### src/rtl/step_run_pkg.sv
// step_run_pkg
// Shared definitions for the step/run processor clock controller.
// Holds the 2-bit FSM state codes (also driven out to the board LEDs)
// and the width of the issued-advance counter.
package step_run_pkg;

    localparam logic [1:0] IDLE   = 2'b00;
    localparam logic [1:0] STEP   = 2'b01;
    localparam logic [1:0] RUN    = 2'b10;
    localparam logic [1:0] HALTED = 2'b11;

    localparam int STEP_COUNT_W = 16;

endpackage

### src/rtl/button_debouncer.sv
// button_debouncer
// Synchronises one raw active-low pushbutton into the clock domain,
// debounces it and emits a single-cycle pulse when the debounced level
// goes from released to pressed. Releases produce no pulse.
//
// Ports:
//   clk    - system clock
//   rst_n  - asynchronous active-low reset
//   btn_n  - raw pushbutton, low = pressed, asynchronous to clk
//   press  - one-cycle pulse per accepted press
module button_debouncer
    import step_run_pkg::*;
#(
    parameter int DEBOUNCE_MAX = 270000,
    parameter int DB_W         = 19
) (
    input  logic clk,
    input  logic rst_n,
    input  logic btn_n,
    output logic press
);

    logic            sync_meta;
    logic            sync_out;
    logic            stable;
    logic            stable_d;
    logic [DB_W-1:0] cnt;

    // Synchronisers and the debounced level reset to "released" so that a
    // button held through reset is seen as a fresh press once it settles.
    // The counter only runs while the synced input disagrees with the
    // accepted level; any agreement restarts the qualification window.
    // The press pulse is taken from the previous and current accepted
    // level, so it lands one cycle after the level flips.
    always_ff @(posedge clk or negedge rst_n) begin
        if (!rst_n) begin
            sync_meta <= 1'b1;
            sync_out  <= 1'b1;
            stable    <= 1'b1;
            stable_d  <= 1'b1;
            cnt       <= '0;
            press     <= 1'b0;
        end else begin
            sync_meta <= btn_n;
            sync_out  <= sync_meta;
            stable_d  <= stable;
            press     <= stable_d & ~stable;
            if (sync_out == stable) begin
                cnt <= '0;
            end else if (cnt == DB_W'(DEBOUNCE_MAX - 1)) begin
                stable <= sync_out;
                cnt    <= '0;
            end else begin
                cnt <= cnt + 1'b1;
            end
        end
    end

endmodule

### src/rtl/step_run_controller.sv
// step_run_controller
// Generates single-cycle processor advance pulses from two DE2
// pushbuttons: manual single-step or free-run at a divided rate, and
// stops advancing once the processor reports it has finished.
//
// Ports:
//   clk_27      - 27 MHz system clock
//   reset_n     - asynchronous active-low reset
//   step_btn_n  - raw step pushbutton, low = pressed
//   run_btn_n   - raw run/stop pushbutton, low = pressed
//   halt        - processor OperationFinished, synchronous to clk_27
//   proc_enable - one-cycle advance pulse to the processor
//   run_mode    - high while free-running
//   halted      - high while halted
//   state       - FSM state code for LEDs
//   step_count  - number of advance pulses issued (wraps)
module step_run_controller
    import step_run_pkg::*;
#(
    parameter int DEBOUNCE_MAX = 270000,
    parameter int DB_W         = 19,
    parameter int RUN_DIV      = 13500000,
    parameter int DIV_W        = 24
) (
    input  logic                    clk_27,
    input  logic                    reset_n,
    input  logic                    step_btn_n,
    input  logic                    run_btn_n,
    input  logic                    halt,
    output logic                    proc_enable,
    output logic                    run_mode,
    output logic                    halted,
    output logic [1:0]              state,
    output logic [STEP_COUNT_W-1:0] step_count
);

    logic             step_press;
    logic             run_press;
    logic [1:0]       next_state;
    logic             next_pulse;
    logic [DIV_W-1:0] div;
    logic [DIV_W-1:0] next_div;

    button_debouncer #(
        .DEBOUNCE_MAX (DEBOUNCE_MAX),
        .DB_W         (DB_W)
    ) u_step_db (
        .clk   (clk_27),
        .rst_n (reset_n),
        .btn_n (step_btn_n),
        .press (step_press)
    );

    button_debouncer #(
        .DEBOUNCE_MAX (DEBOUNCE_MAX),
        .DB_W         (DB_W)
    ) u_run_db (
        .clk   (clk_27),
        .rst_n (reset_n),
        .btn_n (run_btn_n),
        .press (run_press)
    );

    // Next-state and pulse decision. Checks within each state are ordered
    // by priority: halt beats any press, and run beats step in IDLE. The
    // divider rests at zero outside RUN so entering RUN always starts a
    // full period; a terminal count coinciding with halt or a run press
    // is dropped because those branches win.
    always_comb begin
        next_state = state;
        next_pulse = 1'b0;
        next_div   = '0;
        case (state)
            IDLE: begin
                if (halt) begin
                    next_state = HALTED;
                end else if (run_press) begin
                    next_state = RUN;
                end else if (step_press) begin
                    next_state = STEP;
                    next_pulse = 1'b1;
                end
            end
            STEP: begin
                next_state = halt ? HALTED : IDLE;
            end
            RUN: begin
                if (halt) begin
                    next_state = HALTED;
                end else if (run_press) begin
                    next_state = IDLE;
                end else if (div == DIV_W'(RUN_DIV - 1)) begin
                    next_pulse = 1'b1;
                end else begin
                    next_div = div + 1'b1;
                end
            end
            HALTED: begin
                if ((run_press || step_press) && !halt) begin
                    next_state = IDLE;
                end
            end
            default: begin
                next_state = IDLE;
            end
        endcase
    end

    // All visible outputs are registered from the next-state decision so
    // the processor sees a glitch-free enable exactly one cycle wide. The
    // counter steps on the same edge that raises proc_enable.
    always_ff @(posedge clk_27 or negedge reset_n) begin
        if (!reset_n) begin
            state       <= IDLE;
            div         <= '0;
            proc_enable <= 1'b0;
            run_mode    <= 1'b0;
            halted      <= 1'b0;
            step_count  <= '0;
        end else begin
            state       <= next_state;
            div         <= next_div;
            proc_enable <= next_pulse;
            run_mode    <= (next_state == RUN);
            halted      <= (next_state == HALTED);
            if (next_pulse) begin
                step_count <= step_count + 1'b1;
            end
        end
    end

endmodule

### config.mk
export PLATFORM = sky130hd
export DESIGN_NAME = step_run_controller
export DESIGN_NICKNAME = d
export VERILOG_FILES = /design/src/rtl/step_run_pkg.sv /design/src/rtl/button_debouncer.sv /design/src/rtl/step_run_controller.sv
export SDC_FILE = /design/constraint.sdc
export NUM_CORES = 1
export LEC_CHECK = 0
export CAP_MARGIN = 25
export CELL_PAD_IN_SITES_DETAIL_PLACEMENT = 0
export CELL_PAD_IN_SITES_GLOBAL_PLACEMENT = 1
export CORE_MARGIN = 1.5
export CORE_UTILIZATION = 53
export CTS_BUF_LIST = sky130_fd_sc_hd__clkbuf_8
export CTS_CLUSTER_DIAMETER = 200
export DETAILED_ROUTE_END_ITERATION = 12
export GPL_TIMING_DRIVEN = 1
export PLACE_DENSITY = 0.91
export SYNTH_ARGS = -nofsm -noshare
export SYNTH_HDL_FRONTEND = slang
export SYNTH_HIERARCHICAL = 1
export SYNTH_SLANG_ARGS = --single-unit
### constraint.sdc
create_clock -name clk_27 -period 3.1 [get_ports clk_27]
set_input_delay 0.775 -clock clk_27 [delete_from_list [all_inputs] [get_ports clk_27]]
set_output_delay 0.775 -clock clk_27 [all_outputs]
set_load 0.05 [all_outputs]
==> load_flow_metrics.sql, run 1 <==
INSERT INTO impl_metrics (metric_group, metric, value, unit) VALUES
('outcome', 'run_status', 'finished, final reports clean', ''),
('worst_setup_path', 'cpLargestDelayFamily', 'buffers and inverters', ''),
('run', 'cap_viol_max_count', '0', ''),
('finish', 'nets', '452', ''),
('synth', 'postSynth.topFlopCell', 'sky130_fd_sc_hd__dfrtp_1', ''),
('min_path', 'worst_hold_check_path_type', 'reg -> reg', ''),
('route', 'first_iter_violations', '117', ''),
('finish', 'most_common_library_cell_in_the_layout_ignoring_fill_and_taps', 'sky130_fd_sc_hd__dfrtp_1', ''),
('sta', 'slew_viol_final', '0', ''),
('worst_setup_path', 'cp_data_arrival_time', '1.70', 'ns'),
('worst_setup_path', 'path_max_fanout', '8', ''),
('worst_setup_path', 'critical_path.startpoint_type', 'flop', ''),
('sta', 'postLayoutSetupSlackWorst', '0.625', 'ns'),
('finish', 'final_layout_size_suffix_gt1_share', '10.9', '%'),
('finish', 'diodes', '0', ''),
('worst_setup_path', 'cp_slowest_stage_delay', '0.85', 'ns'),
('worst_setup_path', 'setup.worst_path.class', 'reg -> out', ''),
('finish', 'most-common-layout-cells', 'sky130_fd_sc_hd__dfrtp_1 (85), sky130_fd_sc_hd__nor2_1 (65), sky130_fd_sc_hd__xor2_1 (39), sky130_fd_sc_hd__nand4_1 (28), sky130_fd_sc_hd__xnor2_1 (28)', ''),
('synth', 'synth_fp_nets', '424', ''),
('synth', 'synth-seq-area-share', '52.5', '%'),
('grt', 'wire_length_of_the_first_global_routing_pass', '13600', 'µm'),
('grt', 'global_route.overflow_total', '0', ''),
('synth', 'cell_area_after_synthesis', '4450', 'µm²'),
('grt', 'grt_util_all_layers', '19.4', '%'),
('worst_setup_path', 'timing.critical_path.depth', '1', ''),
('clocking', 'post_cts.repair.setup_buffers', '0', ''),
('clocking', 'postCtsHoldBufs', '0', ''),
('worst_setup_path', 'worstSetupEndpointType', 'output pin', ''),
('synth', 'yosys-top-cells-area', 'sky130_fd_sc_hd__dfrtp_1 (48%), sky130_fd_sc_hd__xor2_1 (7.7%), sky130_fd_sc_hd__xnor2_1 (5.5%)', ''),
('sta', 'fmax', '0.404', 'GHz'),
('clocking', 'cts_made_buffers', '9', ''),
('sta', 'timing.max_slew.rel_slack', '48.0', '%'),
('sta', 'worst_slew_pin_tran', '0.772', 'ns'),
('placed_design', 'gp_congestion', '0.831', ''),
('worst_setup_path', 'critical_path.reg2reg.startpoint', 'div[0]', ''),
('placed_design', 'dpl_worst_slack', '0.432', 'ns'),
('synth', 'synth-warning-count', '6', ''),
('synth', 'ys_ff_latch', '93', ''),
('clocking', 'cts.repair.resized', '0', ''),
('route', 'drtPass1Iterations', '4', ''),
('grt', 'grt_antenna_before_repair', '0', ''),
('clocking', 'cts_max_path_buffers', '2', ''),
('die', 'fp.dieH', '94.7', 'µm'),
('route', 'post_drt_wl_per_cell', '14.1', 'µm'),
('power', 'p_per_area', '453', 'nW/µm²'),
('synth', 'syn-instance-count', '415', ''),
('worst_setup_path', 'ff2ff_path_depth', '6', ''),
('route', 'detail_route.wirelength', '7800', 'µm'),
('finish', 'final_area', '5020', 'µm²'),
('worst_setup_path', 'worstPathCellList', 'clkdlybuf4s50_1', ''),
('worst_setup_path', 'cp.required', '2.32', 'ns'),
('clocking', 'ctsHtreeMaxLevel', '3', ''),
('grt', 'first_global_vias', '2951', ''),
('die', 'rows', '33', ''),
('synth', 'avgSynthCellArea', '10.7', 'µm²'),
('clocking', 'clock_slew_at_reported_path_ffs', '0.09', 'ns'),
('finish', 'area_growth_syn_to_layout', '12.6', '%'),
('placed_design', 'port_buffers', '25', ''),
('sta', 'timing.final.setup_violations', '0', ''),
('worst_setup_path', 'worstPathBufferInverterCount', '1', ''),
('worst_setup_path', 'worstSetupStartpoint', 'state[0]', ''),
('synth', 'cell_type_with_the_largest_total_area_after_synthesis', 'sky130_fd_sc_hd__dfrtp_1', ''),
('placed_design', 'hpwlAfterDp', '5190', 'µm'),
('sta', 'finalWorstPathRequiredPeriod', '2.48', 'ns'),
('power', 'vdd_drop_max', '0.281', 'mV'),
('worst_setup_path', 'critical_path.slowest_cell', 'sky130_fd_sc_hd__clkdlybuf4s50_1', ''),
('clocking', 'sink_count_of_the_clock_tree', '93', ''),
('grt', 'grt_start_max_net_pins', '52', ''),
('sta', 'setup-tns-final', '0', 'ns'),
('sta', 'timing.clock.skew', '0.0121', 'ns'),
('die', 'core_area', '8180', 'µm²');
==> where the power goes <==
group	internal (µW)	total [µW]	switching [µW]
Combinational	26.1	82.3	56.2
Clock	533	948	416
Sequential	1230	1240	11.8
Total	1790	2270	484
==> cell families after synthesis <==
| family | after synthesis | share of synthesized area [%] |
|---|---|---|
| AND/OR/NAND/NOR | 206 | 25.1 |
| flip-flops | 93 | 52.5 |
| XOR/XNOR | 67 | 13.2 |
| AO/OA/AOI/OAI | 21 | 4.24 |
| buffers and inverters | 21 | 3.06 |
| adder cells (fa/ha/maj) | 4 | 1.12 |
| multiplexers | 3 | 0.843 |
==> area by class of cell <==
class / instances / area (µm²)
Clock buffer: 9 / 124
Clock inverter: 7 / 115
Fill cell: 669 / 3160
Inverter: 8 / 30.0
Multi-Input combinational cell: 301 / 1980
Sequential cell: 93 / 2340
Tap cell: 105 / 131
Timing Repair Buffer: 30 / 298
==> cell usage after synthesis, types with 8 or more instances <==
cell,number
sky130_fd_sc_hd__nand3_1,22
sky130_fd_sc_hd__xnor2_1,28
sky130_fd_sc_hd__nor2_1,65
sky130_fd_sc_hd__or3_1,8
sky130_fd_sc_hd__nand4_1,28
sky130_fd_sc_hd__and3_1,13
sky130_fd_sc_hd__dfrtp_1,85
sky130_fd_sc_hd__xor2_1,39
sky130_fd_sc_hd__dfstp_2,8
sky130_fd_sc_hd__nand2_1,21
sky130_fd_sc_hd__and4_1,10
sky130_fd_sc_hd__inv_1,8
==> state kept, by name (all words and copies together) (netlist names), 2 cells and up <==
signal         count
div               24
u_run_db/cnt      19
u_step_db/cnt     19
step_count        16
state              2
==> stage by stage <==
| step | utilization (%) | cells |
|---|---|---|
| finish | 61.4 | 553 |
| global route | 61.4 | 553 |
| CTS | 61.4 | 553 |
| detailed placement | 58.4 | 537 |
| global placement | 58.4 | 537 |
| floorplan | - | 415 |
==> layer usage <==
metal / GRT usage (%) / vias to the layer above / share of wire (%) / wire length (µm)
met5: 0 / - / 0 / 0
met4: 8.58 / 0 / 1.2 / 95
met3: 2.98 / 8 / 3.8 / 298
met2: 30.5 / 53 / 47 / 3640
met1: 26.6 / 1496 / 48 / 3770
li1: - / 1491 / - / -
==> worst min path at each step <==
stage                     slack (ns)                  to  depth (start not counted)                 from
after global routing            0.37  u_step_db/sync_out                          0  u_step_db/sync_meta
final                           0.36  u_step_db/sync_out                          0  u_step_db/sync_meta
after CTS                       0.37  u_step_db/sync_out                          0  u_step_db/sync_meta
after floorplan                 0.35   u_run_db/sync_out                          0   u_run_db/sync_meta
after global placement          0.35  u_step_db/sync_out                          0  u_step_db/sync_meta
after detailed placement        0.35  u_step_db/sync_out                          0  u_step_db/sync_meta
Power figures use the tool's default switching activity.
==> run 2, diff against run 1 <==
Settings changed: CORE_UTILIZATION 53 to 45, PLACE_DENSITY 0.91 to 0.83.
Clock period 3.1 ns to 2.1 ns, I/O delays scaled along.
==> run 2 against run 1 <==
  * Total power grew 32%
  * Wire length shrank 0.38%
  * Cell count grew 8.7%
  * Die area is 17% higher
  * Sequential power up 48%
  * Combinational power increased by 54%
  * Critical path type unchanged
  * Highest routed layer unchanged
==> load_flow_metrics.sql, run 2 (same netlist as run 1, synthesis figures left out) <==
INSERT INTO impl_metrics (metric_group, metric, value, unit) VALUES
('grt', 'grt_use_met2', '27.1', '%'),
('placed_design', 'port_buffers', '25', ''),
('sta', 'grt_setup_unrepaired', 'false', ''),
('grt', 'grt_util_all_layers', '16.5', '%'),
('finish', 'ff_latch_area', '2340', 'µm²'),
('finish', 'top_register', 'div', ''),
('worst_setup_path', 'critical_path.reg2reg.startpoint', 'div[0]', ''),
('route', 'routed_via_density', '5.14', ''),
('route', 'vias_post_dr', '3088', ''),
('sta', 'worst_slew_pin_tran', '0.511', 'ns'),
('grt', 'grt_antenna_before_repair', '0', ''),
('finish', 'final_area', '5110', 'µm²'),
('sta', 'fin_hold_ws', '0.359', 'ns'),
('outcome', 'run_status', 'finished, final reports clean', ''),
('grt', 'globalRouteMet3Util', '4.34', '%'),
('power', 'p_per_area', '586', 'nW/µm²'),
('finish', 'nets', '472', ''),
('sta', 'finalWorstPathRequiredPeriod', '2.04', 'ns'),
('die', 'dieWidth', '102', 'µm'),
('die', 'fp.dieH', '102', 'µm'),
('finish', 'largestRegisters', 'div: 24 flops, u_run_db/cnt: 19 flops, u_step_db/cnt: 19 flops', ''),
('sta', 'fmax', '0.491', 'GHz'),
('grt', 'highest_utilization_routing_layer_at_the_global_route_stage', 'met2', ''),
('clocking', 'ctsHtreeMaxLevel', '3', ''),
('worst_setup_path', 'cp.required', '1.57', 'ns'),
('sta', 'final-hold-violation-count', '0', ''),
('min_path', 'worst_hold_check_path_type', 'reg -> reg', ''),
('worst_setup_path', 'cp_slowest_stage_delay', '0.80', 'ns'),
('clocking', 'cts_made_buffers', '9', ''),
('die', 'rows', '36', ''),
('finish', 'finalNonFillerCells', '601', ''),
('finish', 'count_of_fill_cells_added_during_filler_insertion', '893', ''),
('route', 'drtPass1Iterations', '5', ''),
('power', 'static-leakage-power', '0.00220', 'µW'),
('worst_setup_path', 'worstPathBufferInverterCount', '1', ''),
('route', 'post_drt_wl_per_cell', '12.9', 'µm'),
('finish', 'number_of_flip_flops_in_the_largest_register', '24', ''),
('route', 'detail_route.wirelength', '7770', 'µm'),
('finish', 'multi_input_comb_area', '1980', 'µm²'),
('die', 'floorplan.io_pins', '26', ''),
('grt', 'wire_length_of_the_first_global_routing_pass', '13700', 'µm'),
('grt', 'gr-usage-met1', '21.9', '%'),
('route', 'first_iter_violations', '82', ''),
('worst_setup_path', 'cp_data_arrival_time', '1.51', 'ns'),
('finish', 'most-common-layout-cells', 'sky130_fd_sc_hd__dfrtp_1 (85), sky130_fd_sc_hd__nor2_1 (65), sky130_fd_sc_hd__xor2_1 (39), sky130_fd_sc_hd__buf_4 (32)', ''),
('min_path', 'worstHoldStart', 'u_step_db/sync_meta', ''),
('clocking', 'clock_slew_at_reported_path_ffs', '0.09', 'ns'),
('worst_setup_path', 'path_max_fanout', '2', ''),
('placed_design', 'place_area', '4930', 'µm²'),
('grt', 'first_global_vias', '3008', ''),
('worst_setup_path', 'worstSetupEndpointType', 'output pin', ''),
('clocking', 'sink_count_of_the_clock_tree', '93', ''),
('clocking', 'clock_latency', '0.36', 'ns'),
('worst_setup_path', 'worstSetupStartpoint', 'step_count[10]', ''),
('finish', 'finish.utilization', '52.8', '%'),
('route', 'drc_violations', '0', ''),
('finish', 'final_layout_size_suffix_gt1_share', '15.8', '%'),
('grt', 'grt_start_max_net_pins', '57', ''),
('die', 'die_area', '10500', 'µm²'),
('clocking', 'cts_max_path_buffers', '2', ''),
('worst_setup_path', 'setup.worst_path.class', 'reg -> out', ''),
('die', 'initial_core_utilization', '46.0', '%'),
('clocking', 'cts_tree', 'built', ''),
('finish', 'diodes', '0', ''),
('sta', 'slew_viol_final', '0', ''),
('worst_setup_path', 'critical_path.slowest_cell', 'sky130_fd_sc_hd__clkdlybuf4s50_1', ''),
('worst_setup_path', 'worstPathCellList', 'clkdlybuf4s50_1', ''),
('die', 'core_area', '9680', 'µm²'),
('clocking', 'clock-root-buffer', 'sky130_fd_sc_hd__clkbuf_8', ''),
('sta', 'post-route-period-util', '97.0', '%'),
('power', 'vdd_drop_max', '0.364', 'mV'),
('run', 'cap_viol_max_count', '0', ''),
('placed_design', 'post-place-cells', '584', ''),
('placed_design', 'gp_congestion', '0.757', ''),
('placed_design', 'hpwlAfterDp', '5420', 'µm'),
('grt', 'global_route.overflow_total', '0', ''),
('worst_setup_path', 'critical_path.startpoint_type', 'flop', ''),
('power', 'totalPowerFinal', '3000', 'µW'),
('worst_setup_path', 'cpLargestDelayFamily', 'buffers and inverters', ''),
('sta', 'timing.final.setup_violations', '0', ''),
('sta', 'timing.clock.skew', '0.0181', 'ns'),
('clocking', 'post_cts.repair.setup_buffers', '0', ''),
('finish', 'most_common_library_cell_in_the_layout_ignoring_fill_and_taps', 'sky130_fd_sc_hd__dfrtp_1', ''),
('sta', 'timing.max_slew.rel_slack', '65.9', '%'),
('route', 'postRouteAntennaNets', '0', ''),
('finish', 'area_growth_syn_to_layout', '14.8', '%');
## run 2: worst register-to-register path, cell delays in order, from the launching register on
cell and delay [ns]:
sky130_fd_sc_hd__dfrtp_1 0.41, sky130_fd_sc_hd__ha_1 0.22, sky130_fd_sc_hd__and4_1 0.24, sky130_fd_sc_hd__nand4_1 0.19
sky130_fd_sc_hd__buf_4 0.15, sky130_fd_sc_hd__a2bb2oi_2 0.35, sky130_fd_sc_hd__nor2_1 0.10, sky130_fd_sc_hd__xor2_1 0.15
## run 2: layout make-up
class	count	area share, %
multi-input combinational	301	38.7
clock buffer	10	2.69
tap	133	3.26
sequential	93	45.7
timing repair buffer	50	8.35
inverter	8	0.587
clock inverter	6	0.661
## run 2: power by group
group | total (µW) | internal (µW) | switching, µW | leakage, µW
registers | 1830 | 1810 | 17.4 | 0.00124
clock network | 1040 | 453 | 586 | 0.000100
logic | 127 | 42.4 | 84.2 | 0.000867
total | 3000 | 2310 | 688 | 0.00220
## run 2: through the flow
| stage | TNS (ns) | setup WS [ns] |
|---|---|---|
| after floorplan | 0 | 0.0583 |
| after global placement | -1.05 | -0.207 |
| after detailed placement | -1.16 | -0.231 |
| after CTS | 0 | 0.00144 |
| after global routing | 0 | 0.000421 |
| final | 0 | 0.0639 |
## run 2: metal layers
layer / vias to the layer above / wire length [µm]
met5: - / 0
met4: 0 / 72
met3: 6 / 235
met2: 41 / 3660
met1: 1507 / 3810
li1: 1534 / -
## run 2: path summary, 6_finish.rpt
path | to | slack, ns | depth (start not counted)
worst max-delay path | step_count[10] | 0.06 | 1
worst min-delay path | u_step_db/sync_out | 0.36 | 0
worst max register to register | step_count[6] | 0.20 | 7
worst min register to register | u_step_db/sync_out | 0.36 | 0
max in group asynchronous | u_run_db/sync_out | 0.95 | 3
min in group asynchronous | step_count[8] | 0.56 | 2
## run 2: repair_timing
action / 4_1_cts / 5_1_grt
resized for setup: 7 / 2
endpoints found under the hold margin: 1 / 0
hold buffers: 1 / 0
endpoints found under the setup margin: 7 / 2
pin swaps: 0 / 0
